==> config.mk <==
export PLATFORM = sky130hd
export DESIGN_NAME = count_prog
export DESIGN_NICKNAME = d
export VERILOG_FILES = /design/src/rtl/count_pkg.sv /design/src/rtl/count_prescaler.sv /design/src/rtl/count_prog.sv
export SDC_FILE = /design/constraint.sdc
export NUM_CORES = 1
export LEC_CHECK = 0
export ABC_CLOCK_PERIOD_IN_PS = 3300
export BUFFER_PORTS_ARGS = -buffer_cell sky130_fd_sc_hd__buf_2
export CORE_UTILIZATION = 56
export DETAILED_ROUTE_END_ITERATION = 10
export PLACE_DENSITY = 0.88
export SETUP_SLACK_MARGIN = 0.05
export SYNTH_ARGS = -nofsm -noshare
export SYNTH_HDL_FRONTEND = slang
export SYNTH_SLANG_ARGS = --single-unit
==> constraint.sdc <==
create_clock -name clk -period 3.3 [get_ports clk]
set_input_delay 0.825 -clock clk [delete_from_list [all_inputs] [get_ports clk]]
set_output_delay 0.825 -clock clk [all_outputs]
set_load 0.02 [all_outputs]
==> src/rtl/count_pkg.sv <==
// Shared types and defaults for the programmable counter.
// Mode encoding matches the register map used by the timer and sequencing blocks.
package count_pkg;

    typedef enum logic [1:0] {
        CNT_UP      = 2'b00,
        CNT_DOWN    = 2'b01,
        CNT_UPDOWN  = 2'b10,
        CNT_ONESHOT = 2'b11
    } count_mode_e;

    localparam int unsigned COUNT_WIDTH_DEF = 8;
    localparam int unsigned PRESC_W_DEF     = 8;

    // Direction as seen outside: only the ping-pong mode exposes the internal state.
    function automatic logic dir_view(input count_mode_e m, input logic dir_state);
        logic d;
        case (m)
            CNT_UP:      d = 1'b1;
            CNT_DOWN:    d = 1'b0;
            CNT_UPDOWN:  d = dir_state;
            CNT_ONESHOT: d = 1'b1;
            default:     d = 1'b1;
        endcase
        return d;
    endfunction

endpackage

==> src/rtl/count_prescaler.sv <==
// Prescaler for count_prog: ticks once every presc+1 enabled cycles.
// Holds its count while en is low so no tick is lost or duplicated.
module count_prescaler #(
    parameter int unsigned PRESC_W = 8
) (
    input  logic               clk,
    input  logic               rst,
    input  logic               en,
    input  logic               clr,
    input  logic [PRESC_W-1:0] presc,
    output logic               tick
);

    logic [PRESC_W-1:0] cnt_q;
    logic [PRESC_W-1:0] cnt_d;

    assign tick = (cnt_q == presc);

    // Next prescaler count: clear wins, then restart on tick, else advance.
    always_comb begin
        cnt_d = cnt_q;
        if (clr) begin
            cnt_d = '0;
        end else if (en) begin
            if (tick) begin
                cnt_d = '0;
            end else begin
                cnt_d = cnt_q + PRESC_W'(1);
            end
        end else begin
            cnt_d = cnt_q;
        end
    end

    // Prescaler count register.
    always_ff @(posedge clk or negedge rst) begin
        if (!rst) begin
            cnt_q <= '0;
        end else begin
            cnt_q <= cnt_d;
        end
    end

endmodule

==> src/rtl/count_prog.sv <==
// Programmable counter: wrap limit, four counting modes, prescaler,
// synchronous clear/load and a one-cycle terminal-count pulse.
module count_prog
    import count_pkg::*;
#(
    parameter int unsigned WIDTH   = COUNT_WIDTH_DEF,
    parameter int unsigned PRESC_W = PRESC_W_DEF
) (
    input  logic               clk,
    input  logic               rst,
    input  logic               en,
    input  logic               clr,
    input  logic               load,
    input  logic [WIDTH-1:0]   load_val,
    input  logic [WIDTH-1:0]   mod_max,
    input  count_mode_e        mode,
    input  logic [PRESC_W-1:0] presc,
    output logic [WIDTH-1:0]   val,
    output logic               tc,
    output logic               dir,
    output logic               done
);

    logic [WIDTH-1:0] val_q, val_d;
    logic             tc_q, tc_d;
    logic             dir_q, dir_d;
    logic             dir_out_q, dir_out_d;
    logic             done_q, done_d;
    logic             tick_s;
    logic             step_s;

    count_prescaler #(
        .PRESC_W (PRESC_W)
    ) u_presc (
        .clk   (clk),
        .rst   (rst),
        .en    (en),
        .clr   (clr | load),
        .presc (presc),
        .tick  (tick_s)
    );

    assign step_s = en & tick_s;

    // Next-state logic; clr/load pre-empt any step, so a coincident terminal step never pulses tc.
    always_comb begin
        val_d  = val_q;
        dir_d  = dir_q;
        done_d = done_q;
        tc_d   = 1'b0;
        if (clr) begin
            val_d  = '0;
            dir_d  = 1'b1;
            done_d = 1'b0;
        end else if (load) begin
            val_d  = load_val;
            dir_d  = 1'b1;
            done_d = 1'b0;
        end else if (step_s) begin
            case (mode)
                CNT_UP: begin
                    if (val_q >= mod_max) begin
                        val_d = '0;
                        tc_d  = 1'b1;
                    end else begin
                        val_d = val_q + WIDTH'(1);
                    end
                end
                CNT_DOWN: begin
                    if (val_q == '0) begin
                        val_d = mod_max;
                        tc_d  = 1'b1;
                    end else begin
                        val_d = val_q - WIDTH'(1);
                    end
                end
                CNT_UPDOWN: begin
                    // A zero limit degenerates to a stuck-at-zero counter that turns on every step.
                    if (mod_max == '0) begin
                        val_d = '0;
                        tc_d  = 1'b1;
                    end else if (dir_q && (val_q >= mod_max)) begin
                        dir_d = 1'b0;
                        val_d = val_q - WIDTH'(1);
                        tc_d  = 1'b1;
                    end else if (!dir_q && (val_q == '0)) begin
                        dir_d = 1'b1;
                        val_d = WIDTH'(1);
                        tc_d  = 1'b1;
                    end else if (dir_q) begin
                        val_d = val_q + WIDTH'(1);
                    end else begin
                        val_d = val_q - WIDTH'(1);
                    end
                end
                CNT_ONESHOT: begin
                    if (done_q) begin
                        val_d = val_q;
                    end else if (val_q >= mod_max) begin
                        done_d = 1'b1;
                        tc_d   = 1'b1;
                    end else begin
                        val_d = val_q + WIDTH'(1);
                    end
                end
                default: begin
                    val_d = val_q;
                end
            endcase
        end else begin
            val_d = val_q;
        end
        dir_out_d = dir_view(mode, dir_d);
    end

    // Counter state and registered outputs.
    always_ff @(posedge clk or negedge rst) begin
        if (!rst) begin
            val_q     <= '0;
            tc_q      <= 1'b0;
            dir_q     <= 1'b1;
            dir_out_q <= 1'b1;
            done_q    <= 1'b0;
        end else begin
            val_q     <= val_d;
            tc_q      <= tc_d;
            dir_q     <= dir_d;
            dir_out_q <= dir_out_d;
            done_q    <= done_d;
        end
    end

    assign val  = val_q;
    assign tc   = tc_q;
    assign dir  = dir_out_q;
    assign done = done_q;

endmodule

==> results.md, run 1 <==
* Commonest non-fill, non-tap cell in the layout: buf_2
* Async set-reset flop share out of synthesis at 100.0%
* Post-CTS Setup Inserts at 0
* Max Fclk at ~340 MHz
* Post-synthesis net count at ~310
* Core area at between 3000 and 4000 µm²
* Yosys warns at 0
* Critical setup path kind: input port to flip-flop
* Post-synthesis sequential area ratio at about 24%
* Total Routing Usage GR at 30.28%
* P per Cell Area at about 320 nW/µm²
* Number of DRC markers after the initial detailed-route iteration at around 220
* Status: completed
* Non-Filler Instances at between 300 and 400
* VDD IR-drop max at roughly 220 µV
* Die width at roughly 63 µm
* Period Utilization, post-route at 88.74%
* Post-route setup TNS at 0 ns
* Sequential share of power at between 30 and 40%
* Final instance area at 2420 µm²
* Slew HR at 59.84%
* Clock slew at the register clock pins of the worst setup and hold paths at 0.08 ns
* H-tree levels at 1
* Vias in the first global route at approximately 2100
* Critical Path Source Type: input port
* Synth Instances at 266
* P_int at approximately 0.52 mW
* Die Y at 62.92 µm
* #FFs+latches synth at 20
* CTS tree: done
* Grt total ovfl at 0
* CTS buffer count at 3
* Worst clock skew at ~0.0051 ns
* Max clock buf depth at 2
* CP max FO at 7
* Synth cell types at 59
* First-pass GRT wire length at about 9400 µm
* Post-CTS sizing at 0
* Sw Ratio at about 33%
* Fin. max-slew vios at 0
* Clock period minus final worst setup slack at 2.928 ns
* Die area at a little under 4000 µm²
* Worst EP required at approximately 3.5 ns
* WL final at between 5000 and 6000 µm
* Clk sinks at 20
* Initial Util at just over 60%
* Slew @ Worst Pin at 0.5969 ns
* Psw at 0.2565 mW
* Drt wl/cell at between 15 and 20 µm
* # hold bufs at CTS at 0
* Post-route DRC violation count at 0
* DRT Pass-1 Iters at 5
* Vias per inst at 6.343
* Post-synth EDFFs at 0
* Main synth FF type: dfrtp_1
* Pleak at around 1.1 nW
* Via Count at ~2200
* Layout cells sized above 1 at a little over a fifth
* CTS Root Buffer Type: clkbuf_8
* Mapped Area at 2078 µm²
* Commonest non-fill, non-tap cells in the layout: 41 x buf_2, 29 x nor2_1, 21 x a21oi_1
* Worst EP arrival at roughly 3.1 ns
* Synth-to-Final Area Change at 16.44%
* Unrepaired setup endpoints after global routing: no
* Total power at between 0.7 and 0.8 mW
* Placed Instances at ~350
* # diodes at 0
* Final Hold Vio Count at 0
* Clock Power Share at approximately a third
* Finished Core Util at 70.30%
* Placement Rows at 21
* Initial antenna violation count at 0
* # nets final at around 360
* Clock latency at the later pin of the worst-skew pair at roughly 0.26 ns
* Dpl hpwl at roughly 4400 µm
* Setup violation total in the final timing report at 0
* Final GP Congestion at about 0.99
* Avg Inst Size Synth at 7.813 µm²
* Combinational fraction of design power at roughly a third
* I/O Pins at 42
* Largest net degree at the start of global routing at 21
* Detail Route Antenna Nets at 0
* Max-cap viol count at 0
* Port bufs at between 40 and 50
* Critical path endpoint category: flip-flop
* Type of the most critical hold path: input port to async pin
* DP Area at 2349 µm²
power groups by stage:
stage	registers [mW]	clock network, mW	logic [mW]
after global routing	0.269	0.264	0.283
after global placement	0.272	0	0.246
after floorplan	0.276	0	0.166
final	0.268	0.252	0.259
after detailed placement	0.272	0	0.251
after CTS	0.268	0.252	0.254
through the flow:
stage / hold WS, ns / setup WS (ns)
after floorplan: 0.5247 / 0.4850
after global placement: 0.5555 / 0.1957
after detailed placement: 0.5678 / 0.1790
after CTS: 0.5211 / 0.4306
after global routing: 0.5353 / 0.2916
final: 0.4994 / 0.3716
area by class of cell:
class	instances	area, µm²
multi-input cells	215	1444
clock buffers	3	41.29
fillers	277	1022
flip-flops and latches	20	503.0
inverters	17	63.81
clock inverters	1	30.03
well taps	46	57.56
repair buffers	51	280.3
critical path, stage by stage:
cell and delay [ns]:
buf_2 0.12, ha_1 0.27, nand2b_1 0.17, a2111oi_2 0.46, o21ai_1 0.22, and2_1 0.29, a221oi_1 0.35, o221ai_1 0.16
and4b_1 0.22
synthesized netlist by cell type, drive strengths merged (2+ instances only):
cell,instances,area share (%)
buf,6,1.8
a211oi,6,2.2
clkbuf,8,1.4
mux2i,2,0.96
nor4,5,1.5
o21a,3,1.1
inv,17,3.1
nand4,2,0.60
a2111oi,4,2.3
o31ai,2,0.72
o21ai,17,4.1
or2,2,0.60
and2,2,0.60
or3,3,1.1
nand2b,5,1.5
xor2,7,3.0
a221oi,2,0.84
dfrtp,18,22
a31oi,4,1.2
xnor2,14,5.9
nor2,29,5.2
or4,2,0.72
dfstp,2,2.5
a41o,2,0.96
nor2b,4,1.2
nor3b,2,0.72
o22ai,3,0.90
ha,16,9.6
o211ai,2,0.72
nor3,6,1.4
a21oi,21,5.1
nand3,4,0.96
and3,5,1.5
nand2,20,3.6
kinds of logic (layout without fill, tap and decap cells):
| logic type | Yosys count | after routing | share of synthesized area [%] |
|---|---|---|---|
| muxes | 2 | 2 | 0.9633 |
| xor gates and xnor gates | 21 | 21 | 8.850 |
| buffers and inverters | 31 | 72 | 6.321 |
| DFF | 20 | 20 | 24.20 |
| AOI/OAI and AO/OA | 82 | 82 | 26.61 |
| and+or+nand+nor | 94 | 94 | 23.42 |
| adders and majority gates | 16 | 16 | 9.633 |
sequential cells by signal, summed over array words and instances, names as in the netlist:
signal and count:
done 1, dir_q 1, val 8, u_presc.cnt_q 8
dir 1, tc 1
worst paths after layout:
kind | from | endpoint | slack, ns | depth (start not counted)
max | mod_max[0] | tc$_DFF_PN0_ | 0.37 | 9
max in group asynchronous | rst | dir_q$_DFF_PN1_ | 2.44 | 1
min reg2reg | u_presc.cnt_q[7]$_DFFE_PN0P_ | u_presc.cnt_q[7]$_DFFE_PN0P_ | 0.58 | 2
max reg2reg | val[0]$_DFFE_PN0P_ | tc$_DFF_PN0_ | 0.43 | 9
min | rst | val[2]$_DFFE_PN0P_ | 0.50 | 1
min in group clk | u_presc.cnt_q[7]$_DFFE_PN0P_ | u_presc.cnt_q[7]$_DFFE_PN0P_ | 0.58 | 2
metal layers:
metal  global-route usage [%]  wire length (µm)  up-vias
li1                         -                 -     1045
met1                    40.52              2377     1011
met2                    48.79              2618      156
met3                    3.102               552       27
met4                    13.66               220        0
met5                        0                 0        -
(Power assumes the default switching activity.)
==> run 2: changes to the inputs <==
--- a/config.mk
+++ b/config.mk
@@ -9,7 +9,7 @@
 export BUFFER_PORTS_ARGS = -buffer_cell sky130_fd_sc_hd__buf_2
 export CORE_UTILIZATION = 56
 export DETAILED_ROUTE_END_ITERATION = 10
-export PLACE_DENSITY = 0.88
+export PLACE_DENSITY = 0.8
 export SETUP_SLACK_MARGIN = 0.05
 export SYNTH_ARGS = -nofsm -noshare
 export SYNTH_HDL_FRONTEND = slang
==> run 2 against run 1 <==
  * Cell count is 0.57% higher
  * Worst setup slack improved by 0.031 ns
  * Sequential cell count stayed put
  * Highest routed layer unchanged
==> results.md, run 2 (synthesis gave the netlist of run 1 again) <==
* First-pass GRT wire length at 9556 µm (+2.0%)
* Unrepaired setup endpoints after global routing: no
* Sw Ratio at 33.36% (+0.42 points)
* Finished Core Util at 70.74% (+0.44 points)
* Clock period minus final worst setup slack at 2.898 ns (-0.03051 ns)
* Setup violation total in the final timing report at 0 (unchanged)
* Clk sinks at 20 (unchanged)
* Drt wl/cell at 16.09 µm (-1.5%)
* Setup WS pre-CTS at 0.1749 ns (-0.004164 ns)
* P_int at 0.5237 mW (+0.30%)
* Max clock buf depth at 2 (unchanged)
* Via Count at 2194 (-2.0%)
* Critical Path Source Type: input port
* Post-route setup slack at 0.4021 ns (+0.03051 ns)
* Commonest non-fill, non-tap cells in the layout: 41 x buf_2, 29 x nor2_1, 21 x a21oi_1
* Combinational fraction of design power at 33.1% (about the same)
* Worst EP required at 3.46 ns (about the same)
* Clock Power Share at 33.0% (+0.7 points)
* Post-CTS Setup Inserts at 0 (unchanged)
* Fin. max-slew vios at 0 (unchanged)
* DRT Pass-1 Iters at 5 (unchanged)
* Psw at 0.2622 mW (+2.2%)
* CTS buffer count at 3 (unchanged)
* Critical path endpoint category: flip-flop
* Commonest non-fill, non-tap cell in the layout: buf_2
* # diodes at 0 (unchanged)
* # hold bufs at CTS at 0 (unchanged)
* Worst EP arrival at 3.05 ns (-0.04 ns)
* Filler Cell Count at 319 (+15%)
* CP max FO at 7 (unchanged)
* Type of the most critical hold path: input port to async pin
* Layout cells sized above 1 at 21.36% (+0.51 points)
* Post-CTS sizing at 0 (unchanged)
* Pleak at 1.158 nW (+0.92%)
* Port bufs at 41 (unchanged)
* # nets final at 357 (+0.56%)
* Clock latency at the later pin of the worst-skew pair at 0.27 ns (about the same)
* P per Cell Area at 322.8 nW/µm² (+0.31%)
* Initial Util at 60.38% (unchanged)
* WL final at 5711 µm (-0.99%)
* VDD IR-drop max at 229.7 µV (+6.0%)
* Worst clock skew at 0.007991 ns (+0.002874 ns)
* Max-cap viol count at 0 (unchanged)
* Final Hold Vio Count at 0 (unchanged)
* Vias per inst at 6.180 (-2.6%)
* Total Routing Usage GR at 30.89% (+0.61 points)
* Grt total ovfl at 0 (unchanged)
* Final GP Congestion at 0.9825 (-0.66%)
* Post-route DRC violation count at 0 (unchanged)
* Dpl hpwl at 4389 µm (+0.54%)
* Post-route setup TNS at 0 ns (unchanged)
* Synth-to-Final Area Change at 17.16%
* Core area at 3442 µm² (unchanged)
* Slew HR at 56.39% (-3.4 points)
* Initial antenna violation count at 0 (unchanged)
* CTS tree: done
* Register area at 503.0 µm² (unchanged)
* Period Utilization, post-route at 87.81% (-0.92 points)
* Vias in the first global route at 1971 (-6.0%)
* Sequential share of power at 33.8% (-0.6 points)
* Number of DRC markers after the initial detailed-route iteration at 184 (-17%)
* Detail Route Antenna Nets at 0 (unchanged)
* Largest net degree at the start of global routing at 21 (unchanged)
* Critical setup path kind: input port to flip-flop
* Multi-input gate area at 1444 µm² (unchanged)
* Placement Rows at 21 (unchanged)
* Die width at 62.92 µm (unchanged)
* Clock slew at the register clock pins of the worst setup and hold paths at 0.09 ns (about the same)
* I/O Pins at 42 (unchanged)
* Die area at 3959 µm² (unchanged)
* CTS Root Buffer Type: clkbuf_8
* Die Y at 62.92 µm (unchanged)
* Status: completed
* Max Fclk at 345.1 MHz (+1.1%)
* H-tree levels at 1 (unchanged)
* Slew @ Worst Pin at 0.6481 ns (+0.05121 ns)
-- run 2: changes by cell type in the layout (fill, tap and decap cells not counted) --
| cell | before | now |
|---|---|---|
| buf_4 | 10 | 12 |
-- run 2: final timing paths --
path | slack (ns) | cells past startpoint | endpoint | start
max in group asynchronous | 2.44 | 1 | dir_q$_DFF_PN1_ | rst
worst max-delay path | 0.40 | 9 | val[5]$_DFFE_PN0P_ | mod_max[0]
worst min-delay path | 0.50 | 1 | val[3]$_DFFE_PN0P_ | rst
worst max register to register | 0.45 | 9 | val[5]$_DFFE_PN0P_ | val[0]$_DFFE_PN0P_
worst min register to register | 0.57 | 2 | u_presc.cnt_q[7]$_DFFE_PN0P_ | u_presc.cnt_q[7]$_DFFE_PN0P_
min in group clk | 0.57 | 2 | u_presc.cnt_q[7]$_DFFE_PN0P_ | u_presc.cnt_q[7]$_DFFE_PN0P_
-- run 2: power by group through the flow --
stage	logic [mW]	clock network, mW	registers, mW
global placement	0.249	0	0.270
global route	0.286	0.273	0.267
finish	0.260	0.260	0.266
floorplan	0.166	0	0.276
CTS	0.256	0.258	0.266
detailed placement	0.254	0	0.271
-- run 2: critical path, cell delays in order --
cell and delay (ns):
buf_2 0.12, ha_1 0.28, nand2b_1 0.15, a2111oi_2 0.43, o21ai_1 0.20, and2_1 0.27
nor2_1 0.25, a221oi_1 0.15, a2111oi_2 0.37
-- run 2: stage by stage --
stage / total power [mW] / instance area, µm² / cells / hold slack [ns]
floorplan: 0.4420 / 2078 / 266 / 0.5247
global placement: 0.5196 / 2364 / 351 / 0.5464
detailed placement: 0.5248 / 2364 / 351 / 0.5525
CTS: 0.7796 / 2435 / 355 / 0.5140
global route: 0.8259 / 2435 / 355 / 0.5291
finish: 0.7859 / 2435 / 355 / 0.4962
-- run 2: per-layer routing --
layer	up-vias	track usage [%]	wire, µm
li1	1054	-	-
met2	131	46.10	2483
met4	0	10.17	104
met3	13	3.650	511
met5	-	0	0
met1	996	45.54	2610
-- run 2: area by class of cell --
cell class	instances	share of cell area [%]
clock buffer	3	1.696
timing repair buffer	53	12.13
multi-input combinational	215	59.30
inverter	17	2.621
sequential	20	20.66
clock inverter	1	1.233
tap	46	2.364
